[config.mk]
export PLATFORM = sky130hd
export DESIGN_NAME = tt_um_emern_poly_loader
export DESIGN_NICKNAME = d
export VERILOG_FILES = /design/src/rtl/tt_um_emern_poly_loader.sv
export SDC_FILE = /design/constraint.sdc
export NUM_CORES = 1
export LEC_CHECK = 0
export BUFFER_PORTS_ARGS = -buffer_cell sky130_fd_sc_hd__buf_2
export CORE_MARGIN = 3
export CORE_UTILIZATION = 50
export CTS_BUF_LIST = sky130_fd_sc_hd__clkbuf_4 sky130_fd_sc_hd__clkbuf_8 sky130_fd_sc_hd__clkbuf_16
export DETAILED_ROUTE_END_ITERATION = 16
export PLACE_DENSITY_LB_ADDON = 0.05
export REMOVE_ABC_BUFFERS = 1
export SYNTH_ARGS = -nofsm -noshare
export SYNTH_HDL_FRONTEND = slang
export SYNTH_SLANG_ARGS = --single-unit
[constraint.sdc]
create_clock -name clk -period 1.9 [get_ports clk]
set_input_delay 0.19 -clock clk [delete_from_list [all_inputs] [get_ports clk]]
set_output_delay 0.19 -clock clk [all_outputs]
set_load 0.01 [all_outputs]
[src/rtl/tt_um_emern_poly_loader.sv]
// Byte-stream loader for two triangle polygons, background colour and enables.
// Commands stage into shadow registers; everything goes live together on frame_start.
module tt_um_emern_poly_loader (
    input  logic        clk,
    input  logic        rst,
    input  logic [7:0]  in_data,
    input  logic        in_valid,
    output logic        in_ready,
    input  logic        frame_start,
    output logic [1:0]  cmp_en,
    output logic [5:0]  background_color,
    output logic [11:0] poly_color,
    output logic [13:0] v0_x,
    output logic [13:0] v1_x,
    output logic [13:0] v2_x,
    output logic [11:0] v0_y,
    output logic [11:0] v1_y,
    output logic [11:0] v2_y,
    output logic        busy
);

    typedef enum logic [1:0] {StIdle, StData, StXfer} state_e;

    localparam logic [1:0] TgtA  = 2'd0;
    localparam logic [1:0] TgtB  = 2'd1;
    localparam logic [1:0] TgtBg = 2'd2;

    state_e      state_q, state_d;
    logic [2:0]  cnt_q, cnt_d;
    logic [2:0]  idx_q, idx_d;
    logic [1:0]  tgt_q, tgt_d;
    logic [7:0]  stage_q [7];

    logic        accept, stage_we, set_en_we, commit;

    logic [1:0]  sh_en_q;
    logic [5:0]  sh_bg_q;
    logic [11:0] sh_col_q, sh_v0y_q, sh_v1y_q, sh_v2y_q;
    logic [13:0] sh_v0x_q, sh_v1x_q, sh_v2x_q;

    always_comb begin
        in_ready  = !rst && (state_q != StXfer);
        busy      = (state_q != StIdle);
        accept    = in_valid && in_ready;
        state_d   = state_q;
        cnt_d     = cnt_q;
        idx_d     = idx_q;
        tgt_d     = tgt_q;
        stage_we  = 1'b0;
        set_en_we = 1'b0;
        commit    = 1'b0;
        case (state_q)
            StIdle: begin
                if (accept) begin
                    case (in_data[7:6])
                        2'b01: begin
                            state_d = StData;
                            cnt_d   = 3'd7;
                            idx_d   = 3'd0;
                            tgt_d   = in_data[0] ? TgtB : TgtA;
                        end
                        2'b10: begin
                            state_d = StData;
                            cnt_d   = 3'd1;
                            idx_d   = 3'd0;
                            tgt_d   = TgtBg;
                        end
                        2'b11:   set_en_we = 1'b1;
                        default: ;
                    endcase
                end
            end
            StData: begin
                if (accept) begin
                    stage_we = 1'b1;
                    cnt_d    = cnt_q - 3'd1;
                    idx_d    = idx_q + 3'd1;
                    if (cnt_q == 3'd1) state_d = StXfer;
                end
            end
            StXfer: begin
                commit  = 1'b1;
                state_d = StIdle;
            end
            default: state_d = StIdle;
        endcase
    end

    always_ff @(posedge clk) begin
        if (rst) begin
            state_q <= StIdle;
            cnt_q   <= '0;
            idx_q   <= '0;
            tgt_q   <= '0;
            for (int i = 0; i < 7; i++) stage_q[i] <= '0;
        end else begin
            state_q <= state_d;
            cnt_q   <= cnt_d;
            idx_q   <= idx_d;
            tgt_q   <= tgt_d;
            if (stage_we) stage_q[idx_q] <= in_data;
        end
    end

    // Shadow set: A fields live in the low halves, B fields in the high halves.
    always_ff @(posedge clk) begin
        if (rst) begin
            sh_en_q  <= '0;
            sh_bg_q  <= '0;
            sh_col_q <= '0;
            sh_v0x_q <= '0;
            sh_v1x_q <= '0;
            sh_v2x_q <= '0;
            sh_v0y_q <= '0;
            sh_v1y_q <= '0;
            sh_v2y_q <= '0;
        end else begin
            if (set_en_we) sh_en_q <= in_data[1:0];
            if (commit) begin
                if (tgt_q == TgtBg) begin
                    sh_bg_q <= stage_q[0][5:0];
                end else if (tgt_q == TgtA) begin
                    sh_col_q[5:0] <= stage_q[0][5:0];
                    sh_v0x_q[6:0] <= stage_q[1][6:0];
                    sh_v0y_q[5:0] <= stage_q[2][5:0];
                    sh_v1x_q[6:0] <= stage_q[3][6:0];
                    sh_v1y_q[5:0] <= stage_q[4][5:0];
                    sh_v2x_q[6:0] <= stage_q[5][6:0];
                    sh_v2y_q[5:0] <= stage_q[6][5:0];
                end else begin
                    sh_col_q[11:6] <= stage_q[0][5:0];
                    sh_v0x_q[13:7] <= stage_q[1][6:0];
                    sh_v0y_q[11:6] <= stage_q[2][5:0];
                    sh_v1x_q[13:7] <= stage_q[3][6:0];
                    sh_v1y_q[11:6] <= stage_q[4][5:0];
                    sh_v2x_q[13:7] <= stage_q[5][6:0];
                    sh_v2y_q[11:6] <= stage_q[6][5:0];
                end
            end
        end
    end

    // Active copy samples the shadow before any same-cycle write lands.
    always_ff @(posedge clk) begin
        if (rst) begin
            cmp_en           <= '0;
            background_color <= '0;
            poly_color       <= '0;
            v0_x             <= '0;
            v1_x             <= '0;
            v2_x             <= '0;
            v0_y             <= '0;
            v1_y             <= '0;
            v2_y             <= '0;
        end else if (frame_start) begin
            cmp_en           <= sh_en_q;
            background_color <= sh_bg_q;
            poly_color       <= sh_col_q;
            v0_x             <= sh_v0x_q;
            v1_x             <= sh_v1x_q;
            v2_x             <= sh_v2x_q;
            v0_y             <= sh_v0y_q;
            v1_y             <= sh_v1y_q;
            v2_y             <= sh_v2y_q;
        end
    end

    logic unused_stage_bits;
    assign unused_stage_bits = ^{stage_q[0][7:6], stage_q[1][7], stage_q[2][7:6],
                                 stage_q[3][7], stage_q[4][7:6], stage_q[5][7],
                                 stage_q[6][7:6]};

endmodule
# Word-level counts from Yosys, hierarchy flattened
# Memories as Yosys holds them, arrays and structs flattened.
# Cells that the tools add are included.
dict set report totals {
  register_bits 206
  latchBits 0
  ram_bits 56
  rom_bits 0
  inputBits 12
  n_memories 1
}
# name depth word_bits read_ports rd_ports_with_merged_regs write_ports line
set memory_table {}
lappend memory_table {stage_q 7 8 7 0 7 32} ;# logic [7:0] stage_q [7];
dict set report classes {
  add_sub_neg 2
  multipliers 0
  div 0
  order_cmp 0
  n_eq_ne 13
  shift 0
  n_mux 29
  n_bitwise 2
  n_reduce_logical 17
}
# cell count
set op_table {}
lappend op_table {{$mux W3} 6}
lappend op_table {{$pmux W3 S2} 3}
lappend op_table {{$mux W1} 13}
lappend op_table {{$reduce_and A4 Y1} 3}
lappend op_table {{$ne A2 B2 Y1 const B} 5}
lappend op_table {{$reduce_and A3 Y1} 3}
lappend op_table {{$eq A2 B2 Y1 const B} 4}
lappend op_table {{$mux W2} 4}
lappend op_table {{$mux W8} 1}
lappend op_table {{$pmux W2 S2} 2}
lappend op_table {{$reduce_or A8 Y1} 1}
lappend op_table {{$reduce_bool A2 Y1} 3}
lappend op_table {{$eq A2 B1 Y1 const B} 2}
lappend op_table {{$logic_not A2 Y1} 2}
lappend op_table {{$add A3 B1 Y3 const B} 1}
lappend op_table {{$eq A3 B1 Y1 const B} 1}
lappend op_table {{$ne A3 B1 Y1 const B} 1}
lappend op_table {{$sub A3 B1 Y3 const B} 1}
lappend op_table {{$logic_and A1 B1 Y1} 2}
lappend op_table {{$not A1 Y1} 2}
lappend op_table {{$reduce_and A2 Y1} 1}
lappend op_table {{$reduce_or A2 Y1} 1}
lappend op_table {{$logic_not A1 Y1} 1}

# Logic depth before layout (Yosys ltp)
dict set report depth {
  ltp_word 10
  ltp_mapped 7
}

# Worst setup path before layout
# Ideal clock, no wire load.
dict set report synth_timing {
  kind {register to register}
  start {reg idx_q[1]}
  end {mem stage_q[3][0], enable pin}
  arrival_time_ps 1272
  required_time_ps 1529
  path_slack_ps 256
  path_stages_with_launch 4
  path_buffers 0
  synth_period_minus_slack_ps 1644
  cell_sequence {dfxtp_1 nor2b_1 nand4_1 o21bai_1}
}
# element line
set synth_rtl {}
lappend synth_rtl {{start: declaration} 30} ;# logic [2:0] idx_q, idx_d;
lappend synth_rtl {{start signal: assignment} 99} ;# idx_q <= idx_d;
lappend synth_rtl {{end: declaration} 32}

# Worst setup path in the final report
dict set report layout_timing {
  start {reg state_q[1]}
  end {out in_ready}
}
dict set report layout_between {
  elab_chain_cells 2
}
# element line
set layout_rtl {}
lappend layout_rtl {{start: declaration} 28} ;# state_e state_q, state_d;
lappend layout_rtl {{start signal: assignment} 91} ;# state_q <= StIdle;
lappend layout_rtl {{start signal: assignment} 97} ;# state_q <= state_d;
lappend layout_rtl {{$ne A2 B2 Y1} 42} ;# in_ready = !rst && (state_q != StXfer);
lappend layout_rtl {{$logic_and A1 B1 Y1} 42}
lappend layout_rtl {{end: declaration} 8} ;# output logic in_ready,
# No other way between the ends.

==> key figures <==
Status
  • Status: finished clean

Logic synthesis
  • Asr flop ratio synth: 0
  • Sequential fraction of the synthesis area: 0.5958
  • Post-synthesis average cell area: 9.879 um2
  • Yosys warns: 0
  • Largest area contributor in the netlist: dfxtp_1
  • EDFF count, synth: 39
  • Yosys cell types: 37
  • Cell Area, Synth: 9089 um2
  • Synth Register Bits: 251
  • Synth area leaders: dfxtp_1, edfxtp_1, mux2i_1
  • Main synth FF type: dfxtp_1
  • Synth Instances: 920
  • Synth top area share: 0.4670

Worst hold path
  • Hold path cells: 3
  • Hold Crit Class: in2reg

Timing
  • Fin crit share: 0.8900
  • Max-slew violation total from the final report: 0
  • Period minus WS final: 1691 ps
  • RSZ-0062 raised after global routing: false
  • Final hold violations: 0
  • Achievable Freq: 0.5914 GHz
  • Slew headroom: 0.5557
  • Final Skew: 12.44 ps
  • Final setup vio count: 0
  • Worst slew pin tran: between 600 and 700 ps
  • Slack of the critical path: 209.0 ps
  • Setup TNS: 0 ps

Global route
  • Initial antenna violation count: 0
  • Largest net degree at the start of global routing: ~160
  • Grt met3 use: 0.03019
  • Met1 Track Usage GR: 0.2803
  • Grt peak-use layer: met2
  • First-pass GRT wire length: 31.57 mm
  • Gr ovfl total: 0
  • Vias in the first global route: 6019
  • Met2 usage: 0.3014
  • Total GRT Usage: 0.1911

Place
  • Port Buffers: 111
  • Post-DP HPWL: 12.12 mm
  • Placer Congestion: 0.9447
  • Setup WS pre-CTS: between 300 and 400 ps
  • Cell Area, Placed: just under 10000 um2

Job
  • Maxcap violations: 0

Setup path
  • Top delay family on crit path: flip-flops
  • CP max stage cell: dfxtp_1
  • WP buf/inv: 1
  • Max incr delay on CP: approximately 470 ps
  • CP arrival: 1500 ps
  • Startpoint class of the critical path: flip-flop
  • Crit-path max FO: 8
  • Critical Path RT: 1710 ps
  • Setup crit end kind: output port
  • Critical Path Stages: 3
  • Reg2Reg Depth: 4
  • Worst path cell trace: nor2b_1 -> nor2_1 -> buf_2
  • Critical path type: reg2out

Clocking
  • Clk_lat worst skew: 510 ps
  • CTS max path bufs: 3
  • H-tree depth: 1
  • Cts repair resizes: 0
  • Clock sink count: about 250
  • Worst-path clk slew: 60 ps
  • CTS tree: done
  • TritonCTS Buffers: 25
  • Hold_buf cts: 1
  • Clock tree root buffer cell: clkbuf_16
  • Setup bufs post-CTS: 0

Drt
  • Drt pass-1 iters: 5
  • DRC viols: 0
  • Antenna-violating nets left: 0
  • Initial drt markers: 323
  • Routed wire per std cell: around 15 um
  • Drt via density: 5.009
  • Detailed Route WL: between 15 and 20 mm
  • Via count: 6337

Layout
  • Area grow syn2layout: 17.76%
  • # diodes: 0
  • # fillers: ~1600
  • Share of layout cells above drive strength 1: 0.1779
  • Layout Nets: 1043
  • Cell area after layout: 10700 um2
  • Final Core Density: 0.6103

Floorplanning
  • Chip width: 140.8 um
  • Initial Utilization: 0.5183
  • # IOs: 112
  • Full die area: 19830 um2
  • Core Region: 17540 um2
  • Die Y: 140.8 um
  • Site Rows: 48

Power and ir drop
  • Leakage: 4.509 nW
  • Peak supply drop: 0.6870 mV
  • Power density over cell area: 982.2 nW/um2
==> worst reg2reg max path: cells and delay by family (launching register included) <==
family | cells | cell delay, ps
AO/OA/AOI/OAI | 1 | 280
buffers and inverters | 1 | 170
flip-flops | 1 | 480
AND/OR/NAND/NOR | 2 | 350
==> routing by layer <==
metal	up-vias	routed length (um)
li1	3249	-
met2	121	8577
met1	2939	9430
met3	28	829
met4	0	351
met5	-	0
==> through the flow <==
stage	instances	hold WS (ps)	total power, mW
4_1_cts	1265	24.28	10.62
3_5_place_dp	1223	447.6	5.962
3_3_place_gp	1223	442.8	5.964
5_1_grt	1265	62.64	10.88
6_report	1265	27.15	10.51
2_1_floorplan	863	259.1	5.720
==> cell usage in the layout (no fill, tap or decap), drive strengths merged, types with 6 or more instances in the layout <==
master / n
clkbuf: 39
and3: 7
edfxtp: 39
nor2b: 6
mux2i: 114
dfxtp: 212
nand2: 192
and2: 8
a21oi: 92
buf: 135
nor2: 147
==> cell usage after synthesis, types with 2 or more instances <==
cell type	count
nand2b_1	3
buf_2	28
and2_1	8
nor2_1	147
buf_6	4
o21bai_1	4
ha_1	5
inv_1	5
a21o_1	2
dfxtp_1	212
nor3b_4	2
nor2b_1	6
nand2_1	192
and3_1	7
mux2i_1	114
buf_4	4
edfxtp_1	39
or2_2	2
a21oi_1	92
o21ai_0	3
clkbuf_1	20
nand4_1	2
nor3_1	3
nor3b_1	3
==> worst paths after layout <==
kind	from	to	slack (ps)
worst max register to register	state_q[0]	stage_q[0][1]	290
worst min register to register	sh_v2x_q[10]	sh_v2x_q[10]	460
worst min-delay path	in_data[4]	stage_q[6][4]	30
worst max-delay path	state_q[1]	in_ready	210
==> cells by family (layout without fill, tap and decap cells) <==
family                   Yosys count  count (layout)  share of synthesized area
flip-flops                       251             251                     0.5958
multiplexers                     115             115                     0.1268
XOR/XNOR                           1               1                  0.0009638
adder cells (fa/ha/maj)            5               5                   0.006883
buffers and inverters             62             182                    0.03442
AND/OR/NAND/NOR                  382             382                     0.1752
AO/OA/AOI/OAI                    104             104                    0.05988
==> report_power, final <==
| part | total [mW] | switching [mW] | internal (mW) | leakage, nW |
|---|---|---|---|---|
| logic | 0.367 | 0.236 | 0.131 | 2.00 |
| registers | 5.48 | 0.0403 | 5.44 | 2.11 |
| clock network | 4.67 | 1.89 | 2.77 | 0.398 |
==> sequential cells by signal, summed over array words and instances, names as in the netlist, 14 cells and up <==
| name | count |
|---|---|
| v2_x | 14 |
| sh_v1x_q | 14 |
| sh_v2x_q | 14 |
| v0_x | 14 |
| v1_x | 14 |
| stage_q | 45 |
| sh_v0x_q | 14 |
==> area by class of cell <==
cell class                 count  area, um2  share of cell area
clock buffer                  39      774.5             0.07236
clock inverter                 2      10.01           0.0009352
inverter                       5      18.77            0.001754
multi-input combinational    607       3361              0.3140
sequential                   251       5415              0.5060
tap                          225      281.5             0.02630
timing repair buffer         136      842.1             0.07868
No activity file was read; power rests on OpenSTA's default activity.
